--- src/rtl/fp_ctrl_pkg.sv ---
// Shared definitions for the FP sequencer: FSM states, FP op encodings
// and the latency counter width.
package fp_ctrl_pkg;

  typedef enum logic [1:0] {
    IDLE = 2'd0,
    RUN  = 2'd1,
    DONE = 2'd2
  } state_t;

  localparam logic [1:0] FP_ADD = 2'b00;
  localparam logic [1:0] FP_SUB = 2'b01;
  localparam logic [1:0] FP_MUL = 2'b10;
  localparam logic [1:0] FP_DIV = 2'b11;

  localparam int CNT_W = 8;

endpackage

--- src/rtl/fp_seq_ctrl.sv ---
// Issues FP add/sub/mul/div to the shared FP unit one at a time, times the
// fixed latency, stalls Decode while busy and strobes the FP writeback.
module fp_seq_ctrl
  import fp_ctrl_pkg::*;
#(
  parameter int ADD_LAT = 2,
  parameter int MUL_LAT = 3,
  parameter int DIV_LAT = 16
) (
  input  logic       clk,
  input  logic       reset,
  input  logic       IsFpD,
  input  logic [1:0] FpOpD,
  input  logic [4:0] RdD,
  input  logic       StallD,
  input  logic       FlushE,
  output logic       StallFpD,
  output logic       FpStartE,
  output logic [1:0] FpOpE,
  output logic       FpBusy,
  output logic       FpWeW,
  output logic [4:0] FpRdW,
  output logic [1:0] DbgState
);

  state_t             r_state;
  state_t             w_state_next;
  logic [CNT_W-1:0]   r_count;
  logic [CNT_W-1:0]   w_count_next;
  logic [1:0]         r_op;
  logic [4:0]         r_rd;
  logic               r_start;
  logic               w_issue;

  // Count is loaded with LAT-1 so that RUN lasts exactly LAT cycles.
  function automatic logic [CNT_W-1:0] lat_m1(input logic [1:0] op);
    case (op)
      FP_MUL:  lat_m1 = CNT_W'(MUL_LAT - 1);
      FP_DIV:  lat_m1 = CNT_W'(DIV_LAT - 1);
      default: lat_m1 = CNT_W'(ADD_LAT - 1);
    endcase
  endfunction

  // Stall depends only on IsFpD and state, never on StallD/FlushE,
  // so there is no combinational loop through the hazard unit.
  assign StallFpD = IsFpD & (r_state == RUN);
  assign w_issue  = IsFpD & ~StallD & ~FlushE & ~StallFpD & (r_state != RUN);

  always_comb begin
    w_state_next = r_state;
    w_count_next = r_count;
    case (r_state)
      IDLE: begin
        if (w_issue) begin
          w_state_next = RUN;
          w_count_next = lat_m1(FpOpD);
        end
      end
      RUN: begin
        if (r_count == '0) begin
          w_state_next = DONE;
        end else begin
          w_count_next = r_count - 1'b1;
        end
      end
      DONE: begin
        if (w_issue) begin
          w_state_next = RUN;
          w_count_next = lat_m1(FpOpD);
        end else begin
          w_state_next = IDLE;
        end
      end
      default: w_state_next = IDLE;
    endcase
  end

  always_ff @(posedge clk or posedge reset) begin
    if (reset) begin
      r_state <= IDLE;
      r_count <= '0;
      r_op    <= FP_ADD;
      r_rd    <= '0;
      r_start <= 1'b0;
    end else begin
      r_state <= w_state_next;
      r_count <= w_count_next;
      r_start <= w_issue;
      if (w_issue) begin
        r_op <= FpOpD;
        r_rd <= RdD;
      end
    end
  end

  assign FpStartE = r_start;
  assign FpOpE    = r_op;
  assign FpBusy   = (r_state == RUN);
  assign FpWeW    = (r_state == DONE);
  assign FpRdW    = (r_state == DONE) ? r_rd : 5'd0;
  assign DbgState = r_state;

endmodule

--- config.mk ---
export PLATFORM = sky130hd
export DESIGN_NAME = fp_seq_ctrl
export DESIGN_NICKNAME = d
export VERILOG_FILES = /design/src/rtl/fp_ctrl_pkg.sv /design/src/rtl/fp_seq_ctrl.sv
export SDC_FILE = /design/constraint.sdc
export NUM_CORES = 1
export LEC_CHECK = 0
export CORE_MARGIN = 8
export CORE_UTILIZATION = 47
export DETAILED_ROUTE_END_ITERATION = 12
export HOLD_SLACK_MARGIN = 0.12
export PLACE_DENSITY = 0.78
export SLEW_MARGIN = 20
export SYNTH_ARGS = -nofsm -noshare
export SYNTH_HDL_FRONTEND = slang
export SYNTH_SLANG_ARGS = --single-unit
--- constraint.sdc ---
create_clock -name clk -period 2.2 [get_ports clk]
set_input_delay 0.33 -clock clk [delete_from_list [all_inputs] [get_ports clk]]
set_output_delay 0.33 -clock clk [all_outputs]
set_load 0.02 [all_outputs]
==> metrics.md, run 1 <==
| Metric | Value |
|---|---|
| Syn Inst Count | 86 |
| Initial antenna violation count | 0 |
| Clock latency on the worst-skew pair | 290 ps |
| Cell Int Power | 0.949 mW |
| Gate power share | 0.465 |
| GRT Residual Overflow | 0 |
| Routed via count | around 740 |
| Post-DP Area | around 1200 um2 |
| Drc violations | 0 |
| RR Startpoint | DbgState[0]$_DFFE_PP0P_ |
| Top cells by area, synth | dfrtp_1, mux2_2, and2_1 |
| Initial Util | 0.491 |
| Seq pwr share | 0.400 |
| Die extent in x | between 60 and 70 um |
| First-iteration detailed-routing DRC count | 5 |
| Clock Pin Slew Worst Setup and Hold Paths | around 110 ps |
| Post-Route WL | about 2100 um |
| Avg Cell Area, Syn | about 11 um2 |
| Placeable Area | 1940 um2 |
| Clock buffer depth | 2 |
| Largest net degree at the start of global routing | 19 |
| Via/cell ratio | between 5 and 6 |
| Net Count, Synth | 100 |
| Crit start category | flop |
| Vias in the first global route | just over 700 |
| Synthesis-to-layout area growth | 36.1% |
| Power Density | around 1200 nW/um2 |
| Seq/Total Area, Yosys | 0.472 |
| Final Max Slew Viols | 0 |
| Synth area leader | dfrtp_1 |
| CP Data Arrival Time | 1730 ps |
| Mapped Area | roughly 950 um2 |
| Drt wl/cell | between 10 and 15 um |
| Yosys reg bits | 18 |
| Std-Cell Rows | 16 |
| Crit-path max FO | 7 |
| Async S/R FF share, synth | 1.00 |
| Most frequent cells in the layout | clkdlybuf4s50_1, dfrtp_1, nor2_1, inv_1, and2_1 |
| CTS tree | done |
| # hold bufs at CTS | 0 |
| Io pins | 25 |
| Min Tclk post-route | between 2000 and 2500 ps |
| Crit path kind | flop to output pin |
| Design Area, Final | between 1000 and 1500 um2 |
| Root buffer cell | clkbuf_4 |
| Post-synth top flop | dfrtp_1 |
| RSZ-0062 raised after global routing | no |
| Antenna Nets Post-Route | 0 |
| Yosys Warn Count | 0 |
| Net Sw Power | between 0.5 and 0.6 mW |
| IO Port Bufs | 24 |
| Antenna cells | 0 |
| First-pass GRT wire length | 3330 um |
| WP data required | 1870 ps |
| CTS sink count | 18 |
| Share of cells above drive strength 1 | 0.239 |
| Total negative slack | 0 ps |
| R2R cell count | 5 |
| Status | complete, no violations |
| Total CTS buffers | 3 |
| Relative slew slack | 0.547 |
| Fin nets | approximately 130 |
| Hold Path Class | input pin to async pin |
| Commonest non-fill, non-tap cell in the layout | clkdlybuf4s50_1 |
| Post-synth top area share | 0.472 |
| Setup Skew | ~3.7 ps |
| Die Span Y | ~60 um |
| R2R Setup Slk | 370 ps |
| Die ar. | 3730 um2 |
| Reg2reg end | r_rd[0]$_DFFE_PP0P_ |
| Peak supply drop | between 0.7 and 0.8 mV |
| Net Sw Frac | 0.380 |
| GRT Overall Usage | 0.122 |
| Routability congestion estimate | approximately 0.87 |
| Final worst path period share | 0.936 |
| Hold Slack | 426 ps |
| Slew @ Worst Pin | between 600 and 700 ps |
| Crit. End Element | output pin |
| EDFF count, synth | 0 |
| Final hold violation count | 0 |
| Max-cap violation count | 0 |
| Clock power share | 0.135 |
| Pleak | around 0.58 nW |
| Max Clock Freq | approximately 0.49 GHz |
| Detail Placement HPWL | 1570 um |
| Synth unique cells | 34 |
| Initial DRT Pass Iterations | 3 |
| Setup-failing EPs final | 0 |
| CTS H-tree lvls | 1 |
stage by stage:
stage | power, mW | util | worst slack [ps] | cells
4_1_cts | 1.50 | 0.654 | 23.6 | 141
2_1_floorplan | 1.06 | - | 195 | 86
5_1_grt | 1.64 | 0.668 | 41.7 | 144
3_3_place_gp | 1.27 | 0.635 | 338 | 137
6_report | 1.53 | 0.668 | 141 | 144
3_5_place_dp | 1.29 | 0.635 | 286 | 137
worst max path at each step:
| stage | from | end | slack (ps) | cells past startpoint |
|---|---|---|---|---|
| global route | DbgState[1]$_DFFE_PP0P_ | FpRdW[3] | 40 | 3 |
| global placement | DbgState[0]$_DFFE_PP0P_ | StallFpD | 340 | 4 |
| finish | DbgState[0]$_DFFE_PP0P_ | FpRdW[0] | 140 | 3 |
| detailed placement | DbgState[0]$_DFFE_PP0P_ | StallFpD | 290 | 4 |
| CTS | DbgState[0]$_DFFE_PP0P_ | FpRdW[0] | 20 | 3 |
| floorplan | DbgState[0]$_DFFE_PP0P_ | FpOpE[0]$_DFFE_PP0P_ | 190 | 6 |
synthesized netlist by cell type (2+ instances only):
master   number
o21ai_0       3
mux2i_1       2
buf_2         2
and2_1        6
nor2b_1       2
mux2_2        5
and3_1        2
nor2_1        9
inv_1         6
xnor2_1       2
mux2_1        2
ha_1          2
or3b_2        2
dfrtp_1      18
nand2_1       4
sequential cells by signal (all words and copies together) (netlist names):
name      flops
FpStartE      1
r_rd          5
FpOpE         2
DbgState      2
r_count       8
power groups by stage:
stage	Clock (mW)	Combinational, mW	Sequential (mW)
2_1_floorplan	0	0.447	0.613
3_3_place_gp	0	0.654	0.617
3_5_place_dp	0	0.668	0.620
4_1_cts	0.211	0.672	0.615
5_1_grt	0.227	0.783	0.632
6_report	0.207	0.712	0.613
logic make-up (layout without fill, tap and decap cells):
kind of cell | after synthesis | after routing | synth area share
and+or+nand+nor | 34 | 34 | 0.226
DFF | 18 | 18 | 0.472
AOI/OAI and AO/OA | 10 | 10 | 0.0906
muxes | 10 | 10 | 0.119
buffers and inverters | 9 | 40 | 0.0381
xor gates and xnor gates | 3 | 3 | 0.0276
adders and majority gates | 2 | 2 | 0.0262
layer usage:
metal / wire length [um] / part of all wire / up-vias / global-route usage
met3: 124 / 0.060 / 2 / 0.0438
li1: - / - / 353 / -
met1: 945 / 0.45 / 373 / 0.149
met5: 0 / 0 / - / 0
met2: 1000 / 0.48 / 15 / 0.196
met4: 10 / 0.0048 / 0 / 0.0399
timing repair:
action                                  4_1_cts  5_1_grt
endpoints found under the setup margin        3        6
gates resized for setup                       1        2
buffers inserted                              0        3
gates cloned                                  0        0
final cells by class:
cell class	count	area, um2
fillers	155	644
repair buffers	29	280
multi-input cells	59	469
well taps	27	33.8
clock buffers	4	36.3
flip-flops and latches	18	452
inverters	7	26.3
worst max-delay path: stages, from the launching register on:
cell and delay (ps):
dfrtp_2 470, nor2b_2 200, and2_1 150, clkdlybuf4s50_1 610
No activity file was read; power rests on OpenSTA's default activity.
==> run 2, diff against run 1 <==
==> constraint.sdc (replaced) <==
create_clock -name clk -period 1.98 [get_ports clk]
set_input_delay 0.297 -clock clk [delete_from_list [all_inputs] [get_ports clk]]
set_output_delay 0.297 -clock clk [all_outputs]
set_load 0.02 [all_outputs]
==> metrics.md, run 2 (synthesis results as in run 1) <==
| Metric | Value |
|---|---|
| Fin nets | 133 (+0.76%) |
| Largest regs | r_count: 8 flops, r_rd: 5 flops |
| CTS tree | done |
| Root buffer cell | clkbuf_4 |
| Detail Placement HPWL | 1690 um (+8.0%) |
| CTS H-tree lvls | 1 (unchanged) |
| Slew @ Worst Pin | 520 ps (-159 ps) |
| Hold Slack | 321 ps (-105 ps) |
| Crit. End Element | output pin |
| Max Clock Freq | between 0.5 and 0.6 GHz |
| Final worst slack | 72.9 ps (-68.5 ps) |
| # hold bufs at CTS | 0 (unchanged) |
| Reg2reg end | r_count[0]$_DFFE_PP0P_ |
| Drt wl/cell | 15.0 um (+3.7%) |
| R2R cell count | 6 (+1) |
| Final hold violation count | 0 (unchanged) |
| Die ar. | 3730 um2 (unchanged) |
| Routability congestion estimate | 0.869 (-0.38%) |
| Most frequent cells in the layout | clkdlybuf4s50_1, dfrtp_1, nor2_1 |
| Power Density | 1310 nW/um2 (+11%) |
| RSZ-0062 raised after global routing | no |
| Critical path destination | FpWeW |
| First-iteration detailed-routing DRC count | 20 (+15) |
| Design Area, Final | 1310 um2 (+0.68%) |
| Io pins | 25 (unchanged) |
| Vias in the first global route | 787 (+9.3%) |
| Crit start category | flop |
| Post-layout util | 0.673 (+0.00451) |
| Via/cell ratio | 5.06 (-1.9%) |
| Crit path kind | flop to output pin |
| Antenna cells | 0 (unchanged) |
| Crit-path max FO | 6 (-1) |
| Die extent in x | 61.0 um (unchanged) |
| Initial DRT Pass Iterations | 4 (+1) |
| Drc violations | 0 (unchanged) |
| Setup-failing EPs final | 0 (unchanged) |
| CTS sink count | 18 (unchanged) |
| Initial Util | 0.491 (unchanged) |
| Hold Path Class | input pin to async pin |
| Largest Register | r_count |
| Antenna Nets Post-Route | 0 (unchanged) |
| Fillers | 163 (+5.2%) |
| Relative slew slack | 0.645 (+0.0972) |
| R2R Setup Slk | 160 ps (-210 ps) |
| Clock latency on the worst-skew pair | 290 ps (about the same) |
| Min Tclk post-route | about 1900 ps |
| Clock buffer depth | 2 (unchanged) |
| Max-cap violation count | 0 (unchanged) |
| Die Span Y | 61.0 um (unchanged) |
| RR Startpoint | r_count[0]$_DFFE_PP0P_ |
| Pre-CTS WS | 46.6 ps (-240 ps) |
| Largest net degree at the start of global routing | 19 (unchanged) |
| GRT Residual Overflow | 0 (unchanged) |
| Placeable Area | 1940 um2 (unchanged) |
| Post-DP Area | 1250 um2 (+1.4%) |
| Max reg flops | 8 (unchanged) |
| Synthesis-to-layout area growth | 37.0% |
| Commonest non-fill, non-tap cell in the layout | clkdlybuf4s50_1 |
| WP data required | 1680 ps (-190 ps) |
| Peak supply drop | 0.910 mV (+15%) |
| Setup Skew | 7.62 ps (+3.88 ps) |
| Initial antenna violation count | 0 (unchanged) |
| Status | complete, no violations |
| Routed via count | 734 (-1.2%) |
| Share of cells above drive strength 1 | 0.254 (+0.0149) |
| IO Port Bufs | 24 (unchanged) |
| Clock Pin Slew Worst Setup and Hold Paths | 110 ps (about the same) |
| Final Max Slew Viols | 0 (unchanged) |
| Post-Route WL | 2170 um (+4.5%) |
| Total power | 1.71 mW (+12%) |
| CP Data Arrival Time | 1610 ps (-120 ps) |
| GRT Overall Usage | 0.125 (+0.00307) |
| Final worst path period share | 0.963 |
| Critical path origin | DbgState[1]$_DFFE_PP0P_ |
| First-pass GRT wire length | 3630 um (+9.1%) |
| Total CTS buffers | 3 (unchanged) |
| Std-Cell Rows | 16 (unchanged) |
| Pleak | 0.609 nW (+5.2%) |
run 2: cell count changes in the layout (fill, tap and decap cells not counted), sizes merged:
cell	change
buf	+1
clkdlybuf4s50	-5
dlygate4sd2	+5
run 2: final cells by class:
| class | instances | area, um2 | area share |
|---|---|---|---|
| Inverter | 7 | 26.3 | 0.0201 |
| Multi-Input combinational cell | 59 | 477 | 0.365 |
| Clock buffer | 4 | 36.3 | 0.0278 |
| Tap cell | 27 | 33.8 | 0.0259 |
| Timing Repair Buffer | 30 | 282 | 0.216 |
| Sequential cell | 18 | 452 | 0.346 |
run 2: critical path, cell delays in order (launching register included):
cell	delay, ps
dfrtp_1	460
nor2b_4	240
clkdlybuf4s50_1	630
run 2: stage by stage:
stage	std cells	TNS, ps
2_1_floorplan	86	0
3_3_place_gp	139	0
3_5_place_dp	139	0
4_1_cts	145	-17.1
5_1_grt	145	0
6_report	145	0
run 2: layer usage:
metal  part of all wire  wire [um]  global-route usage  vias to the layer above
li1                   -          -                   -                      355
met1               0.46       1000               0.160                      357
met2               0.49       1070               0.207                       20
met3              0.040         88              0.0251                        2
met4             0.0046         10              0.0365                        0
met5                  0          0                   0                        -
run 2: how the worst min path moves through the flow:
stage,endpoint
finish,DbgState[1]$_DFFE_PP0P_
global placement,r_rd[0]$_DFFE_PP0P_
CTS,r_count[4]$_DFFE_PP0P_
floorplan,DbgState[0]$_DFFE_PP0P_
global route,r_rd[0]$_DFFE_PP0P_
detailed placement,FpOpE[1]$_DFFE_PP0P_
run 2: where the power goes:
part	leakage, nW	switching [mW]	internal [mW]
clock	0.0210	0.111	0.112
sequential	0.221	0.137	0.529
combinational	0.367	0.403	0.419
run 2: timing repair:
| action | CTS | global route |
|---|---|---|
| buffers inserted | 2 | 0 |
| gates resized for setup | 8 | 1 |
| endpoints found under the setup margin | 8 | 1 |
